**config.mk**
```make
export PLATFORM = sky130hd
export DESIGN_NAME = dpram_reader
export DESIGN_NICKNAME = d
export VERILOG_FILES = /design/src/rtl/dpram_reader.sv
export SDC_FILE = /design/constraint.sdc
export NUM_CORES = 1
export LEC_CHECK = 0
export ABC_AREA = 0
export CORE_MARGIN = 8
export CORE_UTILIZATION = 35
export DETAILED_ROUTE_END_ITERATION = 7
export HOLD_SLACK_MARGIN = 0.1
export PLACE_DENSITY = 0.56
export SYNTH_ARGS = -nofsm -noshare
export SYNTH_HDL_FRONTEND = slang
export SYNTH_SLANG_ARGS = --single-unit
```
**constraint.sdc**
```tcl
create_clock -name CLK -period 2.6 [get_ports CLK]
set_clock_uncertainty 0.2 [all_clocks]
set_input_delay 0.26 -clock CLK [delete_from_list [all_inputs] [get_ports CLK]]
set_output_delay 0.26 -clock CLK [all_outputs]
set_load 0.005 [all_outputs]
```
**src/rtl/dpram_reader.sv**
```systemverilog
// Streaming read master for dpram: walks an address window and
// presents the registered read data as a valid/ready stream.
module dpram_reader #(
  parameter int DATAWL = 8,
  parameter int ADDRWL = 8
) (
  input  logic              CLK,
  input  logic              RST,
  input  logic              START,
  input  logic [ADDRWL-1:0] BASE,
  input  logic [ADDRWL-1:0] LEN,
  output logic              BUSY,
  output logic              DONE,
  output logic [ADDRWL-1:0] RA,
  input  logic [DATAWL-1:0] RD,
  output logic              OVALID,
  input  logic              OREADY,
  output logic [DATAWL-1:0] ODATA,
  output logic              OLAST
);

  typedef enum logic [1:0] {IDLE, READ, DRAIN} state_t;

  state_t state, state_nx;

  logic [ADDRWL-1:0] rem;
  logic [1:0]        fv;
  logic [1:0]        fl;
  logic [DATAWL-1:0] qd [4];
  logic [3:0]        ql;
  logic [1:0]        rp;
  logic [1:0]        wp;
  logic [2:0]        cnt;
  logic [2:0]        used;
  logic              push;
  logic              pop;
  logic              issue;
  logic              start_ok;

  assign OVALID   = cnt != 3'd0;
  assign ODATA    = qd[rp];
  assign OLAST    = OVALID & ql[rp];
  assign BUSY     = state != IDLE;
  assign push     = fv[1];
  assign pop      = OVALID & OREADY;
  assign used     = cnt + {2'b0, fv[0]} + {2'b0, fv[1]};
  assign start_ok = (state == IDLE) & START;
  // credit: buffered words plus reads in flight never exceed 4
  assign issue    = (state == READ) & (rem != '0) & (used < 3'd4);

  always_ff @(posedge CLK or posedge RST) begin
    if (RST) state <= IDLE;
    else     state <= state_nx;
  end

  always_comb begin
    state_nx = state;
    unique case (state)
      IDLE:    if (START) state_nx = READ;
      READ:    if (rem == '0) state_nx = DRAIN;
      DRAIN:   if (pop & OLAST) state_nx = IDLE;
      default: state_nx = IDLE;
    endcase
  end

  always_ff @(posedge CLK or posedge RST) begin
    if (RST) begin
      RA   <= '0;
      rem  <= '0;
      fv   <= '0;
      fl   <= '0;
      rp   <= '0;
      wp   <= '0;
      cnt  <= '0;
      ql   <= '0;
      DONE <= 1'b0;
      for (int i = 0; i < 4; i++) qd[i] <= '0;
    end else begin
      DONE <= (state == DRAIN) & pop & OLAST;
      fv   <= {fv[0], start_ok | issue};
      fl   <= {fl[0], start_ok ? (LEN == '0)
                               : (issue & (rem == ADDRWL'(1)))};
      if (start_ok) begin
        RA  <= BASE;
        rem <= LEN;
      end else if (issue) begin
        RA  <= RA + ADDRWL'(1);
        rem <= rem - ADDRWL'(1);
      end
      if (push) begin
        qd[wp] <= RD;
        ql[wp] <= fl[1];
        wp     <= wp + 2'd1;
      end
      if (pop) rp <= rp + 2'd1;
      cnt <= cnt + {2'b0, push} - {2'b0, pop};
    end
  end

endmodule

```
== After elaboration in Yosys (flattened, before gate mapping) ==
Index checks and enable logic that the tools add are counted.
Storage, ports and cells
  flip-flop bits (word level): 66
  input port bits: 28
  output and inout bits: 20
  logic and storage cells: 77
Operators by class
  add/sub/neg operators: 8
  order comparisons: 7
  eq/ne operators: 6
  muxes and demuxes: 20
  bitwise logic cells: 12
  reduce and logical (&&, ||, !) cells: 10
Operator list (number)
  $mux 8: 7
  $bwmux 32: 1
  $bmux 8 s2: 1
  $demux 8 s2: 1
  $logic_not 8->1: 2
  $add 3x1->3: 3
  $and 1x1->1: 9
  $add 8x1->8 const B: 1
  $eq 8x1->1 const B: 1
  $reduce_bool 8->1: 1
  $sub 8x1->8 const B: 1
  $ge 3x3->1 const B: 2
  $lt 2x3->1 const B: 2
  $mux 2: 3
  $not 2->3: 2
  $pmux 2 s3: 1
  $add 2x1->2 const B: 2
  $bwmux 4: 1
  $ne 2x2->1 const B: 2
  $reduce_bool 2->1: 2
  $lt 3x1->1 const B: 1
  $lt 3x3->1 const B: 1
  $mux 1: 3
  $reduce_and 3->1: 1
  other kinds (11): 12

== Depth between registers and ports, before layout ==
Gate-level depths: netlist of the first run.
  depth after elaboration: 6
  mapped depth: 8
  depth with buffers taken out: 8

== Worst setup path after synthesis of the first run ==
OpenSTA, ideal clock, no wires.
  path type: flip-flop to flip-flop
  start point: register cnt[0]
  end point: register rem[6]
  setup time: 0.126 ns
  arrival time: 1.751 ns
  required time: 2.274 ns
  slack: 0.523 ns
  cell stages (with the launch flop): 7
  path buffers: 0
  clock period less this slack: 2.077 ns
  cells stage by stage: dfrtp_1 > ha_1 > a21o_1 > a32oi_2 > a21o_1 > a21bo_1 > a221o_1
Between the ends
  cells in the longest elaborated chain, start to end: 5
RTL lines
  from (decl): RTL line 33  | logic [2:0] cnt;
  from (signal assigned): RTL line 96  | cnt <= cnt + {2'b0, push} - {2'b0, pop};
  $add 3x1->3 (2 in series): RTL line 46  | assign used = cnt + {2'b0, fv[0]} + {2'b0, fv[1]};
  $lt 3x3->1: RTL line 49  | assign issue = (state == READ) & (rem != '0) & (used < 3'd4);
  $and 1x1->1: RTL line 49
  $reduce_bool 2->1 (no source line)
  to (signal assigned): RTL line 88  | rem <= rem - ADDRWL'(1);
  to (decl): RTL line 26  | logic [ADDRWL-1:0] rem;
No other way between the ends.
A chain may end at the register's enable or synchronous reset.

== Worst setup path in the final report of the first run ==
  start point: register rp[0]
  end point: output port OLAST
Between the ends
  cells in the longest elaborated chain, start to end: 3
RTL lines
  from (decl): RTL line 31  | logic [1:0] rp;
  from (signal assigned): RTL line 95  | if (pop) rp <= rp + 2'd1;
  $bmux 1 s2: RTL line 42  | assign OLAST = OVALID & ql[rp];
  $mux 1 (implied by the code): RTL line 42
  $and 1x1->1: RTL line 42
  to (decl): RTL line 19  | output logic OLAST
No other way between the ends. The select of a mux whose other input is x is not followed.

==> results of run 1 <==
[repair_timing]
action                                 in CTS  in global routing
gates resized for setup                     1                  0
buffers inserted                            0                  0
endpoints found under the hold margin       0                  0
hold buffers                                0                  0
setup endpoints to repair                   4                  0
[state kept, by name, summed over array words and instances (netlist names)]
signal	cells
DONE	1
RA	8
cnt	3
fl	2
fv	2
qd	32
ql	4
rem	8
rp	2
state	2
wp	2
[path summary, 6_finish.rpt]
path	from	end	slack, ns	cells past startpoint
max reg2reg	cnt[0]$_DFF_PP0_	rem[6]$_DFFE_PP0P_	0.23	6
min reg2reg	fl[0]$_DFF_PP0_	fl[1]$_DFF_PP0_	0.15	0
min in group CLK	fl[0]$_DFF_PP0_	fl[1]$_DFF_PP0_	0.15	0
max in group asynchronous	RST	qd[12]$_DFFE_PP0P_	1.46	3
min	RST	rem[3]$_DFFE_PP0P_	0.11	2
max	rp[0]$_DFFE_PP0P_	OLAST	0.16	3
[where the power goes]
part           switching, mW  internal [mW]
clock                  0.402          0.538
combinational         0.0448         0.0768
sequential            0.0111           1.05
total                  0.458           1.67
[layout by cell type, fill, tap and decap left out, drive strengths merged, types with 2 or more instances in the layout]
master and n:
buf 7, o32ai 2, ha 10, o21ai 10
inv 15, dfrtp 66, a32oi 2, xnor2 4
a221o 2, or3 2, clkbuf 9, a21oi 6
o22ai 5, a211oi 5, clkinvlp 2, nand2b 2
nand2 21, xor2 2, nor3 4, and2 4
bufinv 2, mux4 9, a31oi 2, a21o 3
nand3 6, mux2 36, nand4 2, nor4 4
clkinv 3, clkdlybuf4s50 47, nor2 17
[worst max-delay path, stage by stage, from the launching register on]
cell	delay [ns]
dfrtp_2	0.47
mux4_2	0.57
and2_1	0.18
clkdlybuf4s50_1	0.44
[cell families (layout without fill, tap and decap cells)]
| kind of cell | Yosys count | after routing | synth area share (%) |
|---|---|---|---|
| buf+inv | 23 | 85 | 3.07 |
| simple gates | 66 | 66 | 10.2 |
| compound gates | 41 | 41 | 9.09 |
| fa+ha+maj | 11 | 11 | 4.57 |
| flops | 66 | 66 | 51.9 |
| xor+xnor | 6 | 6 | 1.65 |
| mux | 46 | 46 | 19.4 |
[final cells by class]
class	count	area [sq um]	area share [%]
well taps	108	135	3.36
repair buffers	54	536	13.3
flip-flops and latches	66	1650	41.0
inverters	15	56.3	1.40
clock inverters	7	93.8	2.33
clock buffers	9	124	3.08
multi-input cells	170	1430	35.5
[per-layer routing]
metal / up-vias / part of all wire (%)
li1: 1048 / -
met1: 1053 / 45
met2: 70 / 47
met3: 7 / 7.2
met4: 0 / 1.0
met5: - / 0
==> implementation parameters, run 1 <==
Parameter                              Value

Detailed routing
  Routed Antenna Nets    0
  DRT Wirelength    6810 um
  Via count    2178
  Routed WL per cell    15.9 um
  Via-to-Cell Ratio    5.08
  First DRT Iteration DRCs    47
  First-pass detailed-route iteration total    4
  Number of design rule violations left after detail routing    0

Logic synthesis
  Post-synthesis cell area    0.00318 sq mm
  Mean post-synth cell area    12.3 sq um
  Commonest register cell after synthesis    dfrtp_1
  Total number of yosys warnings    0
  Synthesized net count    298
  Distinct cells, synth    43
  Sequential cell area fraction in the yosys report    51.9%
  Async set-or-reset flop fraction in the synthesized netlist    100%
  Largest cells by area after synthesis    dfrtp_1 (52%), mux2_2 (13%), mux4_2 (6.4%), ha_1 (3.9%), nand2_1 (2.5%)
  Most numerous cell in the Yosys netlist    dfrtp_1
  Post-synth EDFFs    0
  Most frequent cells after synthesis    dfrtp_1 (66), mux2_2 (36), nand2_1 (21)
  Number of register bits inferred by synthesis    66
  Cell type with the highest aggregate area in the netlist    dfrtp_1
  Synthesized instance count    259
  Share of the synthesized area in the top cell type    51.9%

Timing
  RSZ-0062 raised after global routing    no
  Total count of hold-check failures in the final report    0
  Min Clock Period, post-route    2.44 ns
  Max-slew violations    0
  Post-route worst setup slack    0.156 ns
  Least-Margin Pin Slew    0.590 ns
  Worst max-slew margin expressed relative to the limit    60.6%
  Setup violations, final    0
  Aggregate negative setup slack    0 ns
  Worst hold slack across all endpoints    0.113 ns
  Final clock period utilization by the worst path    94.0%
  Max Clock Freq    409 MHz

Critical path
  Start-to-end type of the worst setup path    reg -> out
  Worst Path Arrival    1.98 ns
  Maximum fanout along the worst path    6
  CP Data Required Time    2.14 ns
  Critical Path Start Type    register
  Crit end category    output pin

Final layout
  Layout Cells excl Fill    429
  Layout cell share with drive strength beyond 1    23.1%
  Layout overhead on the synthesized area    26.7%
  Final standard cell area without fillers    0.00403 sq mm
  Finished Core Util    46.0%
  Net total in the final layout    355
  Fillcell total    828
  Count of antenna diodes in the layout    0

Floorplan
  Chip width    111 um
  Floorplan die height    111 um
  Starting density of the core    36.3%
  Number of core rows    34
  Number of top-level pins    48
  Total Die Area    0.0124 sq mm
  Core area    0.00876 sq mm

Clock tree
  Total number of H-tree levels    3
  Clock latency of the later-clocked register in the worst-skew pair    0.33 ns
  Maximum buffer depth of the clock tree    2
  Sink Count    66
  Number of CTS-inserted buffers    9
  TritonCTS clock tree    built
  Clock transition time at the flip-flop clock pins of the worst setup and hold paths    0.07 ns
  Cell at the root of the clock tree    clkbuf_8

Place
  Placed instance count    413
  HPWL after detailed placement    4910 um
  Port Buffers    47
  Global placer's final weighted congestion    0.853
  Post-placement worst setup slack    0.260 ns
  Total placed instance area    0.00381 sq mm

Power
  Max IR drop VDD    0.275 mV
  Static leakage    1.69 nW
  Power density over cell area    527 mW/mm^2
  Total power consumption of the routed design    2.12 mW

Global routing
  Largest net degree at the start of global routing    28
  Via count of the first global-routing pass    2394
  Routing usage on met2    18.1%
  Total routing usage reported by global routing    11.7%
  Global-route met1 utilization    14.4%
  Antenna violations before repair    0
  Met3 layer usage reported by global route    4.33%
  Highest-utilization routing layer at the global route stage    met2
  Wire length of the first global-routing pass    11900 um
  GRT overflow    0

Run status
  Result of the run    finished clean

Flow run
  Maximum capacitance violations    0

Hold path
  Worst min-delay path category    in -> async
Power figures use the tool's default switching activity.
==> run 2: changes to the inputs <==
--- a/config.mk
+++ b/config.mk
@@ -9,8 +9,7 @@
 export CORE_MARGIN = 8
 export CORE_UTILIZATION = 35
 export DETAILED_ROUTE_END_ITERATION = 7
-export HOLD_SLACK_MARGIN = 0.1
-export PLACE_DENSITY = 0.56
+export PLACE_DENSITY = 0.57
 export SYNTH_ARGS = -nofsm -noshare
 export SYNTH_HDL_FRONTEND = slang
 export SYNTH_SLANG_ARGS = --single-unit
==> implementation parameters, run 2 (synthesis gave the netlist of run 1 again) <==
Parameter                              Value

Run status
  Result of the run    finished clean

Critical path
  Worst Path Arrival    1.99 ns (about the same)
  Source of the worst register-to-register timing path    cnt[0]$_DFF_PP0_
  Maximum single-stage delay on the critical path    0.52 ns (-0.05 ns)
  Critical path launch point    rp[0]$_DFFE_PP0P_
  Slowest library cell on the worst path    mux4_2
  Maximum fanout along the worst path    8 (+2)
  CP cell instances    buf_4, mux4_2, clkdlybuf4s50_1
  Setup slack of the most critical reg-to-reg path    0.24 ns (about the same)
  Critical Path Start Type    register
  CP Data Required Time    2.14 ns (about the same)
  Crit end category    output pin
  Start-to-end type of the worst setup path    reg -> out

Clock tree
  Total number of H-tree levels    3 (unchanged)
  Cell at the root of the clock tree    clkbuf_8
  Number of CTS-inserted buffers    9 (unchanged)
  Clock latency of the later-clocked register in the worst-skew pair    0.34 ns (about the same)
  Maximum buffer depth of the clock tree    2 (unchanged)
  TritonCTS clock tree    built
  Quantity of hold-fixing buffers added after cts    0 (unchanged)
  Clock transition time at the flip-flop clock pins of the worst setup and hold paths    0.08 ns (about the same)
  Sink Count    66 (unchanged)

Detailed routing
  Via count    2183 (+0.23%)
  Routed Antenna Nets    0 (unchanged)
  Routed WL per cell    16.4 um (+3.2%)
  First-pass detailed-route iteration total    4 (unchanged)
  First DRT Iteration DRCs    99 (+110%)
  Via-to-Cell Ratio    5.11 (+0.70%)
  DRT Wirelength    6990 um (+2.7%)
  Number of design rule violations left after detail routing    0 (unchanged)

Global routing
  Largest net degree at the start of global routing    29 (+3.6%)
  Global-route met1 utilization    14.4% (unchanged)
  Highest-utilization routing layer at the global route stage    met2
  GRT overflow    0 (unchanged)
  Routing usage on met2    18.1% (unchanged)
  Via count of the first global-routing pass    2341 (-2.2%)
  Antenna violations before repair    0 (unchanged)
  Met3 layer usage reported by global route    4.44% (+0.11 points)
  Total routing usage reported by global routing    11.6% (-0.13 points)
  Wire length of the first global-routing pass    11800 um (-1.4%)

Floorplan
  Number of core rows    34 (unchanged)
  Chip width    111 um (unchanged)
  Core area    0.00876 sq mm (unchanged)
  Total Die Area    0.0124 sq mm (unchanged)
  Starting density of the core    36.3% (unchanged)
  Floorplan die height    111 um (unchanged)
  Number of top-level pins    48 (unchanged)

Final layout
  Number of flip-flops in the largest register    32 (unchanged)
  Layout overhead on the synthesized area    25.7%
  Layout cell share with drive strength beyond 1    22.6% (-0.48 points)
  Net total in the final layout    354 (-0.28%)
  Commonest cells after routing, fill and taps aside    dfrtp_1 (65), clkdlybuf4s50_1 (47), mux2_2 (36)
  Leading cell type in the layout, fill and taps excluded    dfrtp_1
  Top reg by flops    qd
  Fillcell total    805 (-2.8%)
  Largest registers in the final layout    qd x32, RA x8, rem x8
  Area occupied by registers    0.00165 sq mm (unchanged)
  Footprint of the multi-input gates    0.00143 sq mm (unchanged)
  Count of antenna diodes in the layout    0 (unchanged)

Place
  Port Buffers    47 (unchanged)
  Global placer's final weighted congestion    0.830 (-2.7%)
  Post-placement worst setup slack    0.297 ns (+0.0375 ns)
  HPWL after detailed placement    5070 um (+3.3%)

Timing
  Least-Margin Pin Slew    0.594 ns (+0.00397 ns)
  Setup violations, final    0 (unchanged)
  Final clock period utilization by the worst path    94.2% (+0.22 points)
  Aggregate negative setup slack    0 ns (unchanged)
  Max-slew violations    0 (unchanged)
  Total count of hold-check failures in the final report    0 (unchanged)
  Worst max-slew margin expressed relative to the limit    60.3% (-0.27 points)
  RSZ-0062 raised after global routing    no
  Max Clock Freq    408 MHz (-0.23%)
  Min Clock Period, post-route    2.45 ns (+0.00567 ns)
  Post-route worst setup slack    0.150 ns (-0.00567 ns)

Flow run
  Maximum capacitance violations    0 (unchanged)

Power
  Max IR drop VDD    0.269 mV (-2.0%)
  Power density over cell area    509 mW/mm^2 (-3.4%)
  Static leakage    1.67 nW (-0.98%)

Hold path
  Worst min-delay path category    in -> async
run 2: cell count changes in the layout (fill, tap and decap cells not counted), sizes merged:
cell,change
bufinv,-1
clkinv,-1
buf,-1
clkbuf,+1
run 2: metrics by stage:
step / hold WS (ns) / area (sq um) / cells / power, mW / utilization [%]
final: 0.103 / 4000 / 427 / 2.03 / 45.6
after global routing: 0.139 / 4000 / 427 / 2.12 / 45.6
after CTS: 0.118 / 3990 / 427 / 2.07 / 45.6
after detailed placement: 0.154 / 3800 / 412 / 1.21 / 43.4
after global placement: 0.149 / 3800 / 412 / 1.21 / 43.4
after floorplan: 0.131 / 3180 / 259 / 1.13 / -
run 2: layer usage:
| metal | routed length (um) | up-vias |
|---|---|---|
| li1 | - | 1046 |
| met1 | 3210 | 1055 |
| met2 | 3240 | 74 |
| met3 | 461 | 8 |
| met4 | 86 | 0 |
| met5 | 0 | - |
run 2: report_power, final:
group          total [mW]  switching [mW]  internal, mW
clock               0.850           0.390         0.460
combinational       0.122          0.0454        0.0768
sequential           1.06          0.0111          1.05
total                2.03           0.446          1.59
run 2: worst paths after layout:
check | end | cells past startpoint
max in group asynchronous | qd[27]$_DFFE_PP0P_ | 3
worst min-delay path | rem[3]$_DFFE_PP0P_ | 2
worst max register to register | RA[7]$_DFFE_PP0P_ | 6
min in group CLK | fl[1]$_DFF_PP0_ | 0
worst max-delay path | ODATA[0] | 3
worst min register to register | fl[1]$_DFF_PP0_ | 0
run 2: worst max-delay path: cells and delay by family (launching register included):
family	cells	cell delay [ns]
mux	1	0.52
buf+inv	2	0.70
flops	1	0.44
run 2: repair_timing:
action	4_1_cts	5_1_grt
buffers inserted	0	0
gates resized for setup	0	1
setup endpoints to repair	0	6
run 2: layout make-up:
cell class | count | area share (%)
timing repair buffer | 53 | 13.2
sequential | 66 | 41.4
clock inverter | 5 | 1.38
clock buffer | 10 | 3.45
multi-input combinational | 170 | 35.8
tap | 108 | 3.38
inverter | 15 | 1.41
